File: src/rtl/quat_mult_seq_if.sv
// Operand/result handshake bundle for quat_mult_seq.
// With QMUL_CONJ_EN defined the bundle also carries conj_i.
interface quat_mult_seq_if #(
    parameter int W = 16
);
    logic                  in_valid;
    logic                  in_ready;
    logic signed [W-1:0]   a1, b1, c1, d1;
    logic signed [W-1:0]   a2, b2, c2, d2;
`ifdef QMUL_CONJ_EN
    logic                  conj_i;
`endif
    logic                  out_valid;
    logic                  out_ready;
    logic signed [2*W+1:0] r1, r2, r3, r4;

`ifdef QMUL_CONJ_EN
    modport slave (
        input  in_valid, a1, b1, c1, d1, a2, b2, c2, d2, conj_i, out_ready,
        output in_ready, out_valid, r1, r2, r3, r4
    );
    modport master (
        output in_valid, a1, b1, c1, d1, a2, b2, c2, d2, conj_i, out_ready,
        input  in_ready, out_valid, r1, r2, r3, r4
    );
`else
    modport slave (
        input  in_valid, a1, b1, c1, d1, a2, b2, c2, d2, out_ready,
        output in_ready, out_valid, r1, r2, r3, r4
    );
    modport master (
        output in_valid, a1, b1, c1, d1, a2, b2, c2, d2, out_ready,
        input  in_ready, out_valid, r1, r2, r3, r4
    );
`endif
endinterface

File: src/rtl/quat_mult_seq.sv
// Sequential Hamilton product q1*q2 over MULS time-shared signed multipliers, L = 16/MULS cycles.
// Optional QMUL_CONJ_EN: conj_i at acceptance selects q1*conj(q2).
module quat_mult_seq #(
    parameter int W    = 16,
    parameter int MULS = 4
) (
    input  logic           clk,
    input  logic           rst_n,
    quat_mult_seq_if.slave bus
);
    localparam int L  = 16 / MULS;
    localparam int RW = 2 * W + 2;
    localparam int PW = 2 * W + 1;

    typedef enum logic [1:0] {IDLE, CALC, DONE} state_t;

    state_t               state_q, state_d;
    logic signed [W-1:0]  q1_q  [4];
    logic signed [W-1:0]  q1_d  [4];
    logic signed [W:0]    q2_q  [4];
    logic signed [W:0]    q2_d  [4];
    logic signed [RW-1:0] acc_q [4];
    logic signed [RW-1:0] acc_d [4];
    logic signed [RW-1:0] res_q [4];
    logic signed [RW-1:0] res_d [4];
    logic [4:0]           cnt_q, cnt_d;
    logic [3:0]           idx;
    logic [1:0]           grp, trm;
    logic signed [PW-1:0] prod;
    logic                 conj;
    logic                 in_ready, out_valid;

`ifdef QMUL_CONJ_EN
    assign conj = bus.conj_i;
`else
    assign conj = 1'b0;
`endif

    // Product k feeds result k/4; q1 term is k%4 and the q2 term is (k/4) xor (k%4).
    function automatic logic term_neg(input logic [1:0] g, input logic [1:0] t);
        case (g)
            2'd0:    return t != 2'd0;
            2'd1:    return t == 2'd3;
            2'd2:    return t == 2'd1;
            default: return t == 2'd2;
        endcase
    endfunction

    always_ff @(posedge clk) begin
        if (!rst_n) begin
            state_q <= IDLE;
            cnt_q   <= '0;
            for (int i = 0; i < 4; i++) begin
                q1_q[i]  <= '0;
                q2_q[i]  <= '0;
                acc_q[i] <= '0;
                res_q[i] <= '0;
            end
        end else begin
            state_q <= state_d;
            cnt_q   <= cnt_d;
            q1_q    <= q1_d;
            q2_q    <= q2_d;
            acc_q   <= acc_d;
            res_q   <= res_d;
        end
    end

    always_comb begin
        state_d   = state_q;
        cnt_d     = cnt_q;
        q1_d      = q1_q;
        q2_d      = q2_q;
        acc_d     = acc_q;
        res_d     = res_q;
        idx       = '0;
        grp       = '0;
        trm       = '0;
        prod      = '0;
        in_ready  = 1'b0;
        out_valid = 1'b0;
        unique case (state_q)
            IDLE: begin
                in_ready = 1'b1;
                if (bus.in_valid) begin
                    q1_d[0] = bus.a1;
                    q1_d[1] = bus.b1;
                    q1_d[2] = bus.c1;
                    q1_d[3] = bus.d1;
                    // Negation at W+1 bits keeps -(-2^(W-1)) exact.
                    q2_d[0] = (W+1)'(bus.a2);
                    q2_d[1] = conj ? -((W+1)'(bus.b2)) : (W+1)'(bus.b2);
                    q2_d[2] = conj ? -((W+1)'(bus.c2)) : (W+1)'(bus.c2);
                    q2_d[3] = conj ? -((W+1)'(bus.d2)) : (W+1)'(bus.d2);
                    for (int i = 0; i < 4; i++) acc_d[i] = '0;
                    cnt_d   = '0;
                    state_d = CALC;
                end
            end
            CALC: begin
                for (int m = 0; m < MULS; m++) begin
                    idx  = 4'(int'(cnt_q) * MULS + m);
                    grp  = idx[3:2];
                    trm  = idx[1:0];
                    prod = PW'(q1_q[trm]) * PW'(q2_q[grp ^ trm]);
                    if (term_neg(grp, trm)) acc_d[grp] = acc_d[grp] - RW'(prod);
                    else                    acc_d[grp] = acc_d[grp] + RW'(prod);
                end
                cnt_d = cnt_q + 5'd1;
                if (cnt_q == 5'(L - 1)) begin
                    res_d   = acc_d;
                    state_d = DONE;
                end
            end
            DONE: begin
                out_valid = 1'b1;
                if (bus.out_ready) state_d = IDLE;
            end
            default: state_d = IDLE;
        endcase
    end

    assign bus.in_ready  = in_ready;
    assign bus.out_valid = out_valid;
    assign bus.r1        = res_q[0];
    assign bus.r2        = res_q[1];
    assign bus.r3        = res_q[2];
    assign bus.r4        = res_q[3];
endmodule
File: src/flat_wrapper.sv
// flat-port wrapper written by rule: the top's interface ports become plain ports
module quat_mult_seq_flat 
#(
    parameter int W    = 16,
    parameter int MULS = 4
)
  (clk, rst_n, bus_in_valid, bus_a1, bus_b1, bus_c1, bus_d1, bus_a2, bus_b2, bus_c2, bus_d2, bus_out_ready, bus_in_ready, bus_out_valid, bus_r1, bus_r2, bus_r3, bus_r4);
  quat_mult_seq_if #(.W(W)) bus_i ();
  input  logic clk;
  input  logic rst_n;
  input wire logic [$bits(bus_i.in_valid)-1:0] bus_in_valid;
  input wire logic [$bits(bus_i.a1)-1:0] bus_a1;
  input wire logic [$bits(bus_i.b1)-1:0] bus_b1;
  input wire logic [$bits(bus_i.c1)-1:0] bus_c1;
  input wire logic [$bits(bus_i.d1)-1:0] bus_d1;
  input wire logic [$bits(bus_i.a2)-1:0] bus_a2;
  input wire logic [$bits(bus_i.b2)-1:0] bus_b2;
  input wire logic [$bits(bus_i.c2)-1:0] bus_c2;
  input wire logic [$bits(bus_i.d2)-1:0] bus_d2;
  input wire logic [$bits(bus_i.out_ready)-1:0] bus_out_ready;
  output wire logic [$bits(bus_i.in_ready)-1:0] bus_in_ready;
  output wire logic [$bits(bus_i.out_valid)-1:0] bus_out_valid;
  output wire logic [$bits(bus_i.r1)-1:0] bus_r1;
  output wire logic [$bits(bus_i.r2)-1:0] bus_r2;
  output wire logic [$bits(bus_i.r3)-1:0] bus_r3;
  output wire logic [$bits(bus_i.r4)-1:0] bus_r4;
  assign bus_i.in_valid = bus_in_valid;
  assign bus_i.a1 = bus_a1;
  assign bus_i.b1 = bus_b1;
  assign bus_i.c1 = bus_c1;
  assign bus_i.d1 = bus_d1;
  assign bus_i.a2 = bus_a2;
  assign bus_i.b2 = bus_b2;
  assign bus_i.c2 = bus_c2;
  assign bus_i.d2 = bus_d2;
  assign bus_i.out_ready = bus_out_ready;
  assign bus_in_ready = bus_i.in_ready;
  assign bus_out_valid = bus_i.out_valid;
  assign bus_r1 = bus_i.r1;
  assign bus_r2 = bus_i.r2;
  assign bus_r3 = bus_i.r3;
  assign bus_r4 = bus_i.r4;
  quat_mult_seq #(.W(W), .MULS(MULS)) u_core (.clk(clk), .rst_n(rst_n), .bus(bus_i));
endmodule
File: config.mk
export PLATFORM = sky130hd
export DESIGN_NAME = quat_mult_seq_flat
export DESIGN_NICKNAME = d
export VERILOG_FILES = /design/src/rtl/quat_mult_seq_if.sv /design/src/rtl/quat_mult_seq.sv /design/src/flat_wrapper.sv
export SDC_FILE = /design/constraint.sdc
export NUM_CORES = 2
export LEC_CHECK = 0
export BUFFER_PORTS_ARGS = -buffer_cell sky130_fd_sc_hd__clkbuf_2
export CORE_ASPECT_RATIO = 1.2
export CORE_MARGIN = 2
export CORE_UTILIZATION = 50
export CTS_CLUSTER_DIAMETER = 80
export DETAILED_ROUTE_END_ITERATION = 8
export PLACE_DENSITY = 0.67
export SETUP_SLACK_MARGIN = 0.02
export SYNTH_ARGS = -nofsm -noshare
export SYNTH_HDL_FRONTEND = slang
export SYNTH_SLANG_ARGS = --single-unit
File: constraint.sdc
create_clock -name clk -period 44.1 [get_ports clk]
set_input_delay 4.41 -clock clk [delete_from_list [all_inputs] [get_ports clk]]
set_output_delay 4.41 -clock clk [all_outputs]
set_load 0.01 [all_outputs]
==> summary.txt <==
Clock tree
  • Clock slew at reported path FFs: 0.06 ns
  • Clk Tree Root Cell: clkbuf_16
  • Clock sink count: 407
  • CTS tree: built
  • CTS H-tree depth: 2
  • CTS Hold Bufs: 0
  • Resized cells post-CTS: 0
  • Later-pin clock latency in the skew report: 0.73 ns
  • Setup Fix Bufs, Post-CTS: 0
  • CTS buffer count: 50
  • CTS max path bufs: 3

Placement
  • Placed insts: 10700
  • PortBufs: 269
  • Final HPWL DP: 218000 um
  • Gpl congestion: 1.05
  • DP Area: 75700 um^2

Hold path
  • Hold Path Sink: u_core.bus.r3[26]
  • Hold path start: u_core.bus.r3[26]
  • Hold depth: 2
  • Worst min path class: reg2reg

Global routing
  • Vias in the first global route: 66200
  • First-pass GRT wire length: 414000 um
  • Largest net degree at the start of global routing: 120
  • GRT overflow: 0
  • Initial antenna violation count: 9
  • GRT Util Overall: 36.7%

Drt
  • Vias per cell: 6.06
  • Met2 Routed Length: 124000 um
  • Wire length on met1: 103000 um
  • Detailed Route Iter0 Violations: 6397
  • Highest metal used: met5
  • Wire per inst: 25.5 um
  • WL met3: 24600 um
  • 1st-pass router iterations: 6
  • Post-route antenna net violation count: 0
  • Post-route DRC violation count: 0
  • DR vias: 65400
  • WL final: 276000 um

Yosys
  • Area share of the largest cell type after synthesis: 29.4%
  • Post-synth top area cell: fa_1
  • Synth warn: 0
  • Synth top area cells: fa_1 29%, dfxtp_1 11%, ha_1 9.7%
  • Post-synth net total: 10700
  • Seq/Total Area, Yosys: 11.1%
  • #FFs+latches synth: 407
  • Gate Count Post-Synth: 8931
  • Syn_area_per_cell: 8.19 um^2
  • Post-Syn Area: 73200 um^2
  • Post-synth EDFFs: 0
  • Netlist cell types: 89
  • Main synth FF type: dfxtp_1
  • Ys async rst share: 0%

Power and ir drop
  • Leak: 34.2 nW
  • Pwr Density: 73.5 nW/um^2
  • Worst IR Drop VDD: 0.0918 mV

Setup path
  • Reg2reg start: u_core.cnt_q[0]
  • Kind of critical path: reg2reg
  • Crit path launch type: register
  • Arrival time worst endpoint: 19.00 ns
  • Worst Path Required: 44.69 ns
  • R2R depth: 63
  • CP Capture Type: register
  • Flop-to-flop setup slack: 25.68 ns
  • Crit-path max cell delay: 0.94 ns
  • Worst r2r dst: u_core.bus.r3[31]
  • Slowest-stage cell, CP: nor4_1
  • Worst Path Max Fanout: 46

Timing
  • Final period util: 41.8%
  • Final hold violation count: 0
  • Rel. slew slack: 3.85%
  • Max Slew Vio Count: 0
  • RSZ-0062 raised after global routing: false
  • # setup viols final: 0
  • Max Clk Rate: 0.0543 GHz
  • Worst-margin pin slew: 1.43 ns
  • Final setup TNS: 0 ns
  • Period minus WS final: 18.42 ns
  • Fin Clk Skew: 0.0961 ns

Layout
  • Fin area: 77500 um^2
  • Final net count: 10600
  • Layout cells sized above 1: 6.88%
  • Post-Layout Cell Count: 10800
  • Area grow syn2layout: 5.89%

Die
  • Die Wd: 353 um
  • FP Rows: 153
  • Initial Utilization: 50.4%
  • I/O pins: 270
  • Die H: 423 um
  • Die area: 149000 um^2
  • Core area: 145000 um^2

Status
  • Status: complete, no violations

Job
  • Max-cap check violation count: 0
flip-flops by register name (all words and copies together), names as in the netlist:
name            count
u_core.bus.r3      34
u_core.acc_q      136
u_core.state_q      2
u_core.bus.r4      34
u_core.q1_q        64
u_core.bus.r1      34
u_core.bus.r2      34
u_core.cnt_q        5
u_core.q2_q        64
how the worst max path moves through the flow:
stage	startpoint	to	slack [ns]	cells past startpoint
finish	u_core.cnt_q[0]	u_core.bus.r3[31]	25.68	63
global route	u_core.cnt_q[0]	u_core.bus.r3[31]	24.94	65
CTS	u_core.cnt_q[0]	u_core.bus.r3[31]	26.05	61
detailed placement	u_core.cnt_q[0]	u_core.bus.r3[31]	26.10	61
global placement	u_core.cnt_q[0]	u_core.bus.r3[31]	26.02	61
floorplan	u_core.cnt_q[1]	u_core.bus.r3[31]	28.91	66
worst max-delay path: cells and delay by family (launching register included):
| family | cells | cell delay (ns) |
|---|---|---|
| AO/OA/AOI/OAI | 26 | 6.52 |
| adder cells (fa/ha/maj) | 11 | 5.10 |
| AND/OR/NAND/NOR | 11 | 2.11 |
| XOR/XNOR | 5 | 1.67 |
| buffers and inverters | 7 | 1.25 |
| multiplexers | 3 | 1.14 |
| flip-flops | 1 | 0.54 |
synth_stat cells (50+ instances only):
cell type	n
o21ai_0	239
dfxtp_1	407
a211oi_1	250
mux4_2	99
nand3_1	62
clkbuf_1	438
nand2_1	1034
nor3_1	128
o21bai_1	59
and2_1	418
a21oi_1	769
inv_1	1374
nand2b_1	105
a22oi_1	98
fa_1	1075
o22ai_1	50
buf_1	60
xnor2_1	278
ha_1	567
nor2_1	745
xor2_1	87
a21o_1	128
routing by layer:
| layer | GRT usage, % | vias to the layer above |
|---|---|---|
| met3 | 6.36 | 786 |
| met4 | 26.4 | 6 |
| met1 | 46.1 | 32700 |
| met2 | 57.3 | 3337 |
| met5 | 0.645 | - |
| li1 | - | 28600 |
power by group:
part / switching [mW] / internal [mW] / leakage, nW
registers: 0.0423 / 0.389 / 3.30
clock network: 0.200 / 0.245 / 0.817
logic: 3.26 / 1.56 / 30.0
total: 3.50 / 2.19 / 34.2
placed cells by master (no fill, tap or decap), types with 239 or more instances in the layout:
| cell type | instances |
|---|---|
| a211oi_1 | 245 |
| a21oi_1 | 769 |
| and2_1 | 416 |
| clkbuf_2 | 269 |
| dfxtp_1 | 405 |
| fa_1 | 1075 |
| ha_1 | 563 |
| inv_1 | 1373 |
| nand2_1 | 1031 |
| nor2_1 | 737 |
| o21ai_0 | 239 |
| xnor2_1 | 278 |
final cells by class:
cell class              instances  area, um^2
inverters                    1379        5180
multi-input cells            6640       58100
clock inverters                29         383
repair buffers                340        1920
flip-flops and latches        407        8160
well taps                    1937        2420
diodes                          6        15.0
fillers                     13900       67600
clock buffers                  62        1350
through the flow:
stage / power, mW / setup WS, ns / util [%] / hold WS [ns]
6_report: 5.69 / 25.68 / 53.4 / 0.458
3_3_place_gp: 5.04 / 26.02 / 52.2 / 0.448
3_5_place_dp: 5.05 / 26.10 / 52.2 / 0.448
4_1_cts: 5.52 / 26.05 / 53.4 / 0.461
2_1_floorplan: 3.56 / 28.91 / - / 0.452
5_1_grt: 5.99 / 24.94 / 53.4 / 0.488
kinds of logic after synthesis:
kind of cell | after synthesis | synth area share [%]
flip-flops | 407 | 11.1
adder cells (fa/ha/maj) | 1642 | 39.1
multiplexers | 129 | 3.46
AND/OR/NAND/NOR | 2643 | 16.3
buffers and inverters | 1884 | 9.73
XOR/XNOR | 366 | 4.40
AO/OA/AOI/OAI | 1860 | 15.9
Note: power is estimated with default switching activity, not from simulation.
